File: src/rtl/mem_port_arbiter.sv
// Arbitrates the unified memory bus between instruction fetch and load/store; MEM wins ties.
// Define MEMARB_STARVE_GUARD_EN to force an IF grant after STARVE_LIMIT consecutive IF losses.
module mem_port_arbiter #(
  parameter int ADDR_W       = 32,
  parameter int DATA_W       = 32,
  parameter int STARVE_LIMIT = 4
) (
  input  logic              clk,
  input  logic              rst,
  input  logic              if_req_i,
  input  logic [ADDR_W-1:0] if_addr_i,
  output logic [DATA_W-1:0] if_data_o,
  output logic              if_ack_o,
  input  logic              mem_req_i,
  input  logic              mem_we_i,
  input  logic [3:0]        mem_sel_i,
  input  logic [ADDR_W-1:0] mem_addr_i,
  input  logic [DATA_W-1:0] mem_wdata_i,
  output logic [DATA_W-1:0] mem_rdata_o,
  output logic              mem_ack_o,
  output logic              bus_req_o,
  output logic              bus_we_o,
  output logic [3:0]        bus_sel_o,
  output logic [ADDR_W-1:0] bus_addr_o,
  output logic [DATA_W-1:0] bus_wdata_o,
  input  logic [DATA_W-1:0] bus_rdata_i,
  input  logic              bus_ack_i,
  output logic              stall_if_o,
  output logic              stall_mem_o
);

  typedef enum logic [1:0] {IDLE, GNT_IF, GNT_MEM} state_t;
  state_t state;

  // A requester whose ack is high this cycle is still holding the finished request.
  logic if_cand, mem_cand, grant_mem;
  assign if_cand  = if_req_i  & ~if_ack_o;
  assign mem_cand = mem_req_i & ~mem_ack_o;

  assign stall_if_o  = if_req_i  & ~if_ack_o;
  assign stall_mem_o = mem_req_i & ~mem_ack_o;

`ifdef MEMARB_STARVE_GUARD_EN
  localparam int CNT_W = $clog2(STARVE_LIMIT + 1);
  logic [CNT_W-1:0] starve_cnt;
  logic             starved;
  assign starved   = if_cand && (starve_cnt >= CNT_W'(STARVE_LIMIT));
  assign grant_mem = mem_cand & ~starved;

  always_ff @(posedge clk) begin
    if (rst) begin
      starve_cnt <= '0;
    end else if (state == IDLE) begin
      if (grant_mem && if_cand && (starve_cnt < CNT_W'(STARVE_LIMIT)))
        starve_cnt <= starve_cnt + 1'b1;
      else if (!grant_mem && if_cand)
        starve_cnt <= '0;
    end
  end
`else
  assign grant_mem = mem_cand;
`endif

  always_ff @(posedge clk) begin
    if (rst) begin
      state       <= IDLE;
      bus_req_o   <= 1'b0;
      bus_we_o    <= 1'b0;
      bus_sel_o   <= 4'h0;
      bus_addr_o  <= '0;
      bus_wdata_o <= '0;
      if_data_o   <= '0;
      if_ack_o    <= 1'b0;
      mem_rdata_o <= '0;
      mem_ack_o   <= 1'b0;
    end else begin
      if_ack_o  <= 1'b0;
      mem_ack_o <= 1'b0;
      case (state)
        IDLE: begin
          if (grant_mem) begin
            state       <= GNT_MEM;
            bus_req_o   <= 1'b1;
            bus_we_o    <= mem_we_i;
            bus_sel_o   <= mem_sel_i;
            bus_addr_o  <= mem_addr_i;
            bus_wdata_o <= mem_wdata_i;
          end else if (if_cand) begin
            state       <= GNT_IF;
            bus_req_o   <= 1'b1;
            bus_we_o    <= 1'b0;
            bus_sel_o   <= 4'hF;
            bus_addr_o  <= if_addr_i;
            bus_wdata_o <= '0;
          end
        end
        GNT_IF: begin
          if (bus_ack_i) begin
            state     <= IDLE;
            bus_req_o <= 1'b0;
            if_data_o <= bus_rdata_i;
            if_ack_o  <= 1'b1;
          end
        end
        GNT_MEM: begin
          if (bus_ack_i) begin
            state       <= IDLE;
            bus_req_o   <= 1'b0;
            mem_rdata_o <= bus_rdata_i;
            mem_ack_o   <= 1'b1;
          end
        end
        default: state <= IDLE;
      endcase
    end
  end

endmodule

File: config.mk
export PLATFORM = sky130hd
export DESIGN_NAME = mem_port_arbiter
export DESIGN_NICKNAME = d
export VERILOG_FILES = /design/src/rtl/mem_port_arbiter.sv
export SDC_FILE = /design/constraint.sdc
export NUM_CORES = 1
export LEC_CHECK = 0
export BUFFER_PORTS_ARGS = -buffer_cell sky130_fd_sc_hd__buf_4
export CORE_UTILIZATION = 30
export CTS_BUF_LIST = sky130_fd_sc_hd__clkbuf_8 sky130_fd_sc_hd__clkbuf_16
export DETAILED_ROUTE_END_ITERATION = 6
export GPL_TIMING_DRIVEN = 0
export MAX_ROUTING_LAYER = met4
export PLACE_DENSITY = 0.58
export SLEW_MARGIN = 30
export SYNTH_ARGS = -nofsm -noshare
export SYNTH_HDL_FRONTEND = slang
export SYNTH_SLANG_ARGS = --single-unit
export TNS_END_PERCENT = 5
File: constraint.sdc
create_clock -name clk -period 4.7 [get_ports clk]
set_clock_uncertainty 0.15 [all_clocks]
set_input_delay 0 -clock clk [delete_from_list [all_inputs] [get_ports clk]]
set_output_delay 0 -clock clk [all_outputs]
set_load 0.02 [all_outputs]
==> results of run 1 <==
layout make-up:
cell class	count	area (sq um)
Buffer	52	291.5
Clock buffer	20	466.7
Clock inverter	10	151.4
Fill cell	1554	7178
Inverter	3	11.26
Multi-Input combinational cell	427	2116
Sequential cell	138	2763
Tap cell	220	275.3
Timing Repair Buffer	413	3448
cell usage after synthesis (all sizes together):
cell / count
nand2b: 3
nor2: 75
a21oi: 67
o21a: 1
or3: 1
a22oi: 33
inv: 3
nand2: 196
nor3b: 1
buf: 26
nor3: 4
nand3: 1
clkbuf: 26
ha: 4
o21ai: 4
a311oi: 32
dfxtp: 138
nor2b: 2
and2: 3
cells by family after synthesis:
group	count (synthesis)	synth area share, %
AOI/OAI and AO/OA	137	18.47
buffers and inverters	55	5.844
DFF	138	53.32
adders and majority gates	4	0.9660
and+or+nand+nor	286	21.40
cells in the final DEF (no fill, tap or decap), drive strengths merged:
master	instances
nor2	75
nor2b	2
buf	300
nand2b	3
a21oi	67
o21ai	4
nand3	1
ha	4
clkinvlp	1
nand2	196
a22oi	33
o21a	1
dfxtp	138
bufinv	4
a311oi	32
and2	3
nor3	4
nor3b	1
dlygate4sd3	139
or3	1
inv	8
clkbuf	46
state kept, by name, summed over array words and instances, names as in the netlist:
signal       cells
bus_addr_o      32
mem_ack_o        1
bus_wdata_o     32
bus_req_o        1
state            2
if_data_o       32
mem_rdata_o     32
if_ack_o         1
bus_sel_o        4
bus_we_o         1
power by group:
part	internal, mW	switching, mW	total (mW)	leakage, nW
sequential	1.27	0.0518	1.32	1.13
clock	0.919	0.493	1.41	0.314
combinational	0.424	0.438	0.862	2.83
repair_timing:
item,in CTS,in global routing
hold buffers,139,0
resized for setup,0,0
buffers inserted,0,0
hold endpoints to repair,136,0
routing by layer:
| metal | part of all wire, % | wire length [um] |
|---|---|---|
| met1 | 43 | 8361 |
| met2 | 48 | 9458 |
| met3 | 7.0 | 1377 |
| met4 | 2.2 | 422 |
| met5 | 0 | 0 |
worst paths after layout:
kind / startpoint / to / slack (ns)
worst max-delay path: state[0]$_SDFFE_PP0P_ / bus_addr_o[29]$_SDFFE_PP0P_ / 2.40
worst min-delay path: if_req_i / bus_wdata_o[0]$_SDFFE_PP0P_ / 0.20
worst max register to register: state[0]$_SDFFE_PP0P_ / bus_addr_o[29]$_SDFFE_PP0P_ / 2.40
worst min register to register: if_data_o[31]$_SDFFE_PP0P_ / if_data_o[31]$_SDFFE_PP0P_ / 0.30
worst max-delay path, cell delays in order (launching register included):
cell and delay, ns:
dfxtp_1 0.37, inv_1 0.08, ha_1 0.28, o21a_1 0.14, buf_6 0.13, buf_6 0.14
buf_6 0.16, a311oi_2 0.20, dlygate4sd3_1 0.58
==> impl_metrics.json, run 1 <==
{
  "status": "finished clean",
  "clk_latency_ns": 0.41,
  "drtPass1Iterations": 4,
  "grt-busiest-layer": "met2",
  "avgSynthCellArea_sq_um": 8.357,
  "drt-initial-drc-count": 215,
  "num_vias": 5943,
  "final_nets": 1194,
  "final-hold-violation-count": 0,
  "hold_ws_ns": 0.2001,
  "grt_pass1_wl_um": 30480,
  "startpoint_type": "register",
  "placed_cells": 1114,
  "netlist_area_sq_mm": 0.005181,
  "portBuffers": 274,
  "dp_slack_ns": 2.914,
  "detail-route-antenna-nets": 0,
  "clock-sinks": 138,
  "grt_usage_pct": 22.52,
  "required_ns": 4.90,
  "synth_seq_cells": 138,
  "drive_gt1_share_pct": 31.89,
  "setup_viol": 0,
  "synthesis.nets": 762,
  "leakage_nw": 4.274,
  "max-cap-violations": 0,
  "critPathArrivalTime_ns": 2.49,
  "die-area_sq_mm": 0.01780,
  "antenna_cells": 0,
  "crit_fanout": 10,
  "cts_buffer_depth": 2,
  "tns_ns": 0,
  "path_class": "register to register",
  "synth.distinct_cells": 25,
  "met3_usage_pct": 6.202,
  "initial_core_util_pct": 31.02,
  "ys_seq_area_share_pct": 53.32,
  "grt_setup_unrepaired": "no",
  "coreArea_sq_mm": 0.01670,
  "utilization_pct": 57.02,
  "syn_inst": 620,
  "ctsHtreeMaxLevel": 4,
  "rows": 47,
  "syn2layout_area_growth_pct": 83.80,
  "power.density_mw_per_mm2": 377.1,
  "grt_util_met1_pct": 26.04,
  "hp-class": "input port to register",
  "worst_slack_ns": 2.404,
  "grt_max_degree": 17,
  "remaining_drc_errors": 0,
  "fin_area_sq_mm": 0.009523,
  "power_mw": 3.591,
  "worstMarginPinSlew_ns": 0.7391,
  "die-width_um": 133.4,
  "slew_viol_final": 0,
  "yosysTopAreaCell": "dfxtp_1",
  "antenna_found_initial": 0,
  "wirelength_um": 19620,
  "post_dp_cell_area_sq_mm": 0.007513,
  "ff2ff_path_depth": 8,
  "period_minus_slack_ns": 2.296,
  "synthTopCellsByArea": "dfxtp_1 53%, nand2_1 14%, a21oi_1 6.5%",
  "yosys_warnings": 0,
  "met2_usage_pct": 37.12,
  "final-instance-count-excl-fill": 1283,
  "hold_depth": 5,
  "vias_per_cell": 4.632,
  "die_h_um": 133.4,
  "gp_congestion": 0.8046,
  "wl_per_cell_um": 15.29,
  "post-route-period-util_pct": 48.85,
  "max_slew_margin_pct": 50.73,
  "end_kind": "register",
  "dp_hpwl_um": 13320,
  "cts-root-buf": "clkbuf_16",
  "ir_drop_uv": 239.2,
  "numCtsBuffers": 17,
  "cts.clk_slew.worst_paths_ns": 0.05,
  "synth_top_cell_area_share_pct": 53.32,
  "pin_count": 276,
  "grt_pass1_vias": 5971,
  "tritoncts": "built",
  "fmax_mhz": 435.5,
  "grt_overflow_total": 0
}
Power figures use the tool's default switching activity.
==> inputs of run 2 (changes only) <==
==> constraint.sdc (replaced) <==
create_clock -name clk -period 2.4 [get_ports clk]
set_clock_uncertainty 0.15 [all_clocks]
set_input_delay 0 -clock clk [delete_from_list [all_inputs] [get_ports clk]]
set_output_delay 0 -clock clk [all_outputs]
set_load 0.02 [all_outputs]
==> impl_metrics.json, run 2 (same netlist as run 1, synthesis figures left out) <==
{
  "antenna_cells": 0,
  "critPathArrivalTime_ns": 2.45,
  "rows": 47,
  "clk_latency_ns": 0.41,
  "tns_ns": 0,
  "cts_setup_buffers": 0,
  "required_ns": 2.60,
  "dp_hpwl_um": 13320,
  "drive_gt1_share_pct": 31.98,
  "num_vias": 5925,
  "wl_per_cell_um": 15.29,
  "max_slew_margin_pct": 50.67,
  "grt_overflow_total": 0,
  "coreArea_sq_mm": 0.01670,
  "utilization_pct": 57.05,
  "slew_viol_final": 0,
  "max-cap-violations": 0,
  "hp-class": "input port to register",
  "die_h_um": 133.4,
  "end_kind": "register",
  "n_fill_cell": 1554,
  "remaining_drc_errors": 0,
  "period_minus_slack_ns": 2.254,
  "grt_usage_pct": 22.52,
  "grt_max_degree": 17,
  "grt_util_met1_pct": 26.04,
  "syn2layout_area_growth_pct": 83.89,
  "tritoncts": "built",
  "post-route-period-util_pct": 93.91,
  "path_class": "register to register",
  "antenna_found_initial": 0,
  "initial_core_util_pct": 31.02,
  "detail-route-antenna-nets": 0,
  "final_common_cell": "buf_4",
  "fmax_mhz": 443.7,
  "numCtsBuffers": 17,
  "die-area_sq_mm": 0.01780,
  "vias_per_cell": 4.618,
  "ctsHtreeMaxLevel": 4,
  "power.density_mw_per_mm2": 738.6,
  "status": "finished clean",
  "final_cell_mix": "277 x buf_4, 196 x nand2_1, 139 x dlygate4sd3_1",
  "gp_congestion": 0.8046,
  "grt_pass1_vias": 5971,
  "ir_drop_uv": 468.3,
  "grt-busiest-layer": "met2",
  "cts_buffer_depth": 2,
  "met2_usage_pct": 37.12,
  "drtPass1Iterations": 4,
  "startpoint_type": "register",
  "cts.clk_slew.worst_paths_ns": 0.05,
  "drt-initial-drc-count": 214,
  "leakage_nw": 4.274,
  "met3_usage_pct": 6.202,
  "cts-root-buf": "clkbuf_16",
  "pin_count": 276,
  "die-width_um": 133.4,
  "setup_viol": 0,
  "power_mw": 7.038,
  "crit_fanout": 10,
  "wirelength_um": 19620,
  "clock-sinks": 138,
  "final-hold-violation-count": 0,
  "grt_pass1_wl_um": 30480,
  "worstMarginPinSlew_ns": 0.7399,
  "grt_setup_unrepaired": "no",
  "final_nets": 1194,
  "portBuffers": 274
}
run 2: cell count changes in the layout (fill, tap and decap cells not counted), sizes merged:
cell / before / now
buf: 300 / 299
clkbuf: 46 / 47
run 2: report_power, final:
group | total (mW) | switching, mW | internal, mW
sequential | 2.58 | 0.101 | 2.48
combinational | 1.69 | 0.858 | 0.831
clock | 2.77 | 0.967 | 1.80
run 2: final timing paths:
check,start,slack (ns),to,cells after the start
setup / recovery,mem_ack_o$_SDFF_PP0_,0.15,bus_addr_o[29]$_SDFFE_PP0P_,6
hold / removal,if_req_i,0.20,bus_wdata_o[0]$_SDFFE_PP0P_,5
setup reg to reg,mem_ack_o$_SDFF_PP0_,0.15,bus_addr_o[29]$_SDFFE_PP0P_,6
hold reg to reg,mem_rdata_o[13]$_SDFFE_PP0P_,0.30,mem_rdata_o[13]$_SDFFE_PP0P_,2
run 2: layout make-up:
| cell class | instances | area [sq um] | area share (%) |
|---|---|---|---|
| timing repair buffer | 413 | 3448 | 36.19 |
| sequential | 138 | 2763 | 29.00 |
| multi-input combinational | 427 | 2118 | 22.23 |
| clock buffer | 20 | 466.7 | 4.898 |
| buffer | 52 | 294.0 | 3.086 |
| tap | 220 | 275.3 | 2.889 |
| clock inverter | 10 | 151.4 | 1.589 |
| inverter | 3 | 11.26 | 0.1182 |
run 2: what timing repair did:
action / CTS / global route
endpoints found under the hold margin: 136 / 0
hold buffers: 139 / 0
gates resized for setup: 0 / 2
setup endpoints to repair: 0 / 6
run 2: critical path, stage by stage (launching register included):
cell and delay, ns:
dfxtp_1 0.33, nand2b_1 0.10, buf_4 0.16, clkbuf_1 0.44, nand2_1 0.14, a311oi_2 0.28
dlygate4sd3_1 0.58
run 2: routing by layer:
metal,vias up,share of wire [%]
met2,215,48
met4,0,2.2
met5,-,0
li1,2943,-
met3,25,6.7
met1,2742,43
run 2: stage by stage:
| step | hold WS (ns) | setup WS (ns) | cells | area [sq um] |
|---|---|---|---|---|
| final | 0.1999 | 0.1461 | 1283 | 9528 |
| after global routing | 0.2094 | 0.02183 | 1283 | 9528 |
| after CTS | 0.1953 | 0.09808 | 1283 | 9523 |
| after detailed placement | 0.09385 | 0.6139 | 1114 | 7513 |
| after global placement | 0.08855 | 0.6099 | 1114 | 7513 |
| after floorplan | -0.01398 | 0.7085 | 620 | 5181 |
==> inputs of run 3 (changes only) <==
--- a/config.mk
+++ b/config.mk
@@ -7,7 +7,7 @@
 export LEC_CHECK = 0
 export BUFFER_PORTS_ARGS = -buffer_cell sky130_fd_sc_hd__buf_4
 export CORE_UTILIZATION = 30
-export CTS_BUF_LIST = sky130_fd_sc_hd__clkbuf_8 sky130_fd_sc_hd__clkbuf_16
+export CTS_BUF_LIST = sky130_fd_sc_hd__clkbuf_16
 export DETAILED_ROUTE_END_ITERATION = 6
 export GPL_TIMING_DRIVEN = 0
 export MAX_ROUTING_LAYER = met4
==> impl_metrics.json, run 3 (same netlist as run 1, synthesis figures left out) <==
{
  "status": "finished clean",
  "max_slew_margin_pct": 49.59,
  "drive_gt1_share_pct": 31.70,
  "period_minus_slack_ns": 2.260,
  "max-cap-violations": 0,
  "hold_depth": 5,
  "cts-root-buf": "clkbuf_16",
  "ff2ff_path_depth": 6,
  "final-instance-count-excl-fill": 1283,
  "wl_per_cell_um": 15.24,
  "slew_viol_final": 0,
  "tritoncts": "built",
  "remaining_drc_errors": 0,
  "ir_drop_uv": 461.1,
  "crit_fanout": 10,
  "final_cell_mix": "277 x buf_4, 196 x nand2_1, 139 x dlygate4sd3_1",
  "vias_per_cell": 4.627,
  "p_int_mw": 5.015,
  "gp_congestion": 0.8046,
  "grt_pass1_vias": 5954,
  "cts.clk_slew.worst_paths_ns": 0.05,
  "placed_cells": 1114,
  "setup_viol": 0,
  "numCtsBuffers": 17,
  "hold_ws_ns": 0.2072,
  "path_class": "register to register",
  "tns_ns": 0,
  "p_sw_mw": 1.910,
  "die-width_um": 133.4,
  "final-hold-violation-count": 0,
  "combPwrFrac_pct": 24.4,
  "power.density_mw_per_mm2": 729.0,
  "die_h_um": 133.4,
  "antenna_found_initial": 0,
  "rrSetupSlack_ns": 0.14,
  "n_fill_cell": 1559,
  "final_common_cell": "buf_4",
  "startpoint_type": "register",
  "clk_latency_ns": 0.41,
  "grt_setup_unrepaired": "no",
  "antenna_cells": 0,
  "initial_core_util_pct": 31.02,
  "syn2layout_area_growth_pct": 83.31,
  "cts_setup_buffers": 0,
  "required_ns": 2.59,
  "clock-sinks": 138,
  "wirelength_um": 19560,
  "post-route-period-util_pct": 94.15,
  "utilization_pct": 56.87,
  "drt-initial-drc-count": 235,
  "dp_hpwl_um": 13320,
  "multi_input_area_sq_mm": 0.002118,
  "grt_overflow_total": 0,
  "portBuffers": 274,
  "die-area_sq_mm": 0.01780,
  "grt_max_degree": 17,
  "final_nets": 1194,
  "pwr-share-clk_pct": 38.3,
  "num_vias": 5937,
  "grt_usage_pct": 22.47,
  "ctsHtreeMaxLevel": 4,
  "cts_buffer_depth": 2,
  "leakage_nw": 4.257,
  "swShare_pct": 27.58,
  "grt_pass1_wl_um": 30450,
  "drtPass1Iterations": 4,
  "rows": 47,
  "worstMarginPinSlew_ns": 0.7561,
  "seq_area_sq_mm": 0.002763,
  "detail-route-antenna-nets": 0,
  "end_kind": "register",
  "critPathArrivalTime_ns": 2.45,
  "pin_count": 276,
  "coreArea_sq_mm": 0.01670,
  "pwr-share-seq_pct": 37.3,
  "fmax_mhz": 442.6,
  "hp-class": "input port to register"
}
==> run 3: what timing repair did <==
item | in CTS | in global routing
endpoints found under the hold margin | 136 | 0
hold buffers | 139 | 0
resized for setup | 0 | 2
setup endpoints to repair | 0 | 7
==> run 3: power groups by stage <==
stage               clock, mW  combinational, mW  sequential, mW
floorplan                   0              0.552            2.84
global placement            0               1.43            2.63
detailed placement          0               1.43            2.63
CTS                      2.72               1.68            2.58
global route             2.82               1.82            2.60
finish                   2.65               1.69            2.58
==> run 3: final timing paths <==
kind | endpoint | startpoint
worst max-delay path | bus_addr_o[29]$_SDFFE_PP0P_ | mem_ack_o$_SDFF_PP0_
worst min-delay path | bus_wdata_o[0]$_SDFFE_PP0P_ | if_req_i
worst max register to register | bus_addr_o[29]$_SDFFE_PP0P_ | mem_ack_o$_SDFF_PP0_
worst min register to register | if_data_o[31]$_SDFFE_PP0P_ | if_data_o[31]$_SDFFE_PP0P_
==> run 3: worst max-delay path, stage by stage (launching register included) <==
cell and delay, ns:
dfxtp_1 0.33, nand2b_1 0.10, buf_4 0.16, clkbuf_1 0.44, nand2_1 0.14, a311oi_2 0.28, dlygate4sd3_1 0.58
==> run 3: layer usage <==
metal / vias to the layer above / global-route usage (%) / share of wire, %
met4: 0 / 7.576 / 1.8
li1: 2943 / - / -
met2: 216 / 37.21 / 48
met3: 20 / 6.317 / 6.2
met5: - / - / 0
met1: 2758 / 26.04 / 44
==> run 3: cell type report <==
type,instances,area share (%)
multi-input combinational,427,22.30
clock inverter,13,1.713
inverter,3,0.1186
timing repair buffer,413,36.31
sequential,138,29.09
tap,220,2.898
clock buffer,17,4.479
buffer,52,3.096
==> run 3: stage by stage <==
step / setup slack [ns] / cell area (sq um) / total power, mW
6_report: 0.1405 / 9498 / 6.924
5_1_grt: 0.02184 / 9498 / 7.244
4_1_cts: 0.09808 / 9493 / 6.986
3_5_place_dp: 0.6139 / 7513 / 4.056
3_3_place_gp: 0.6099 / 7513 / 4.053
2_1_floorplan: 0.7085 / 5181 / 3.393
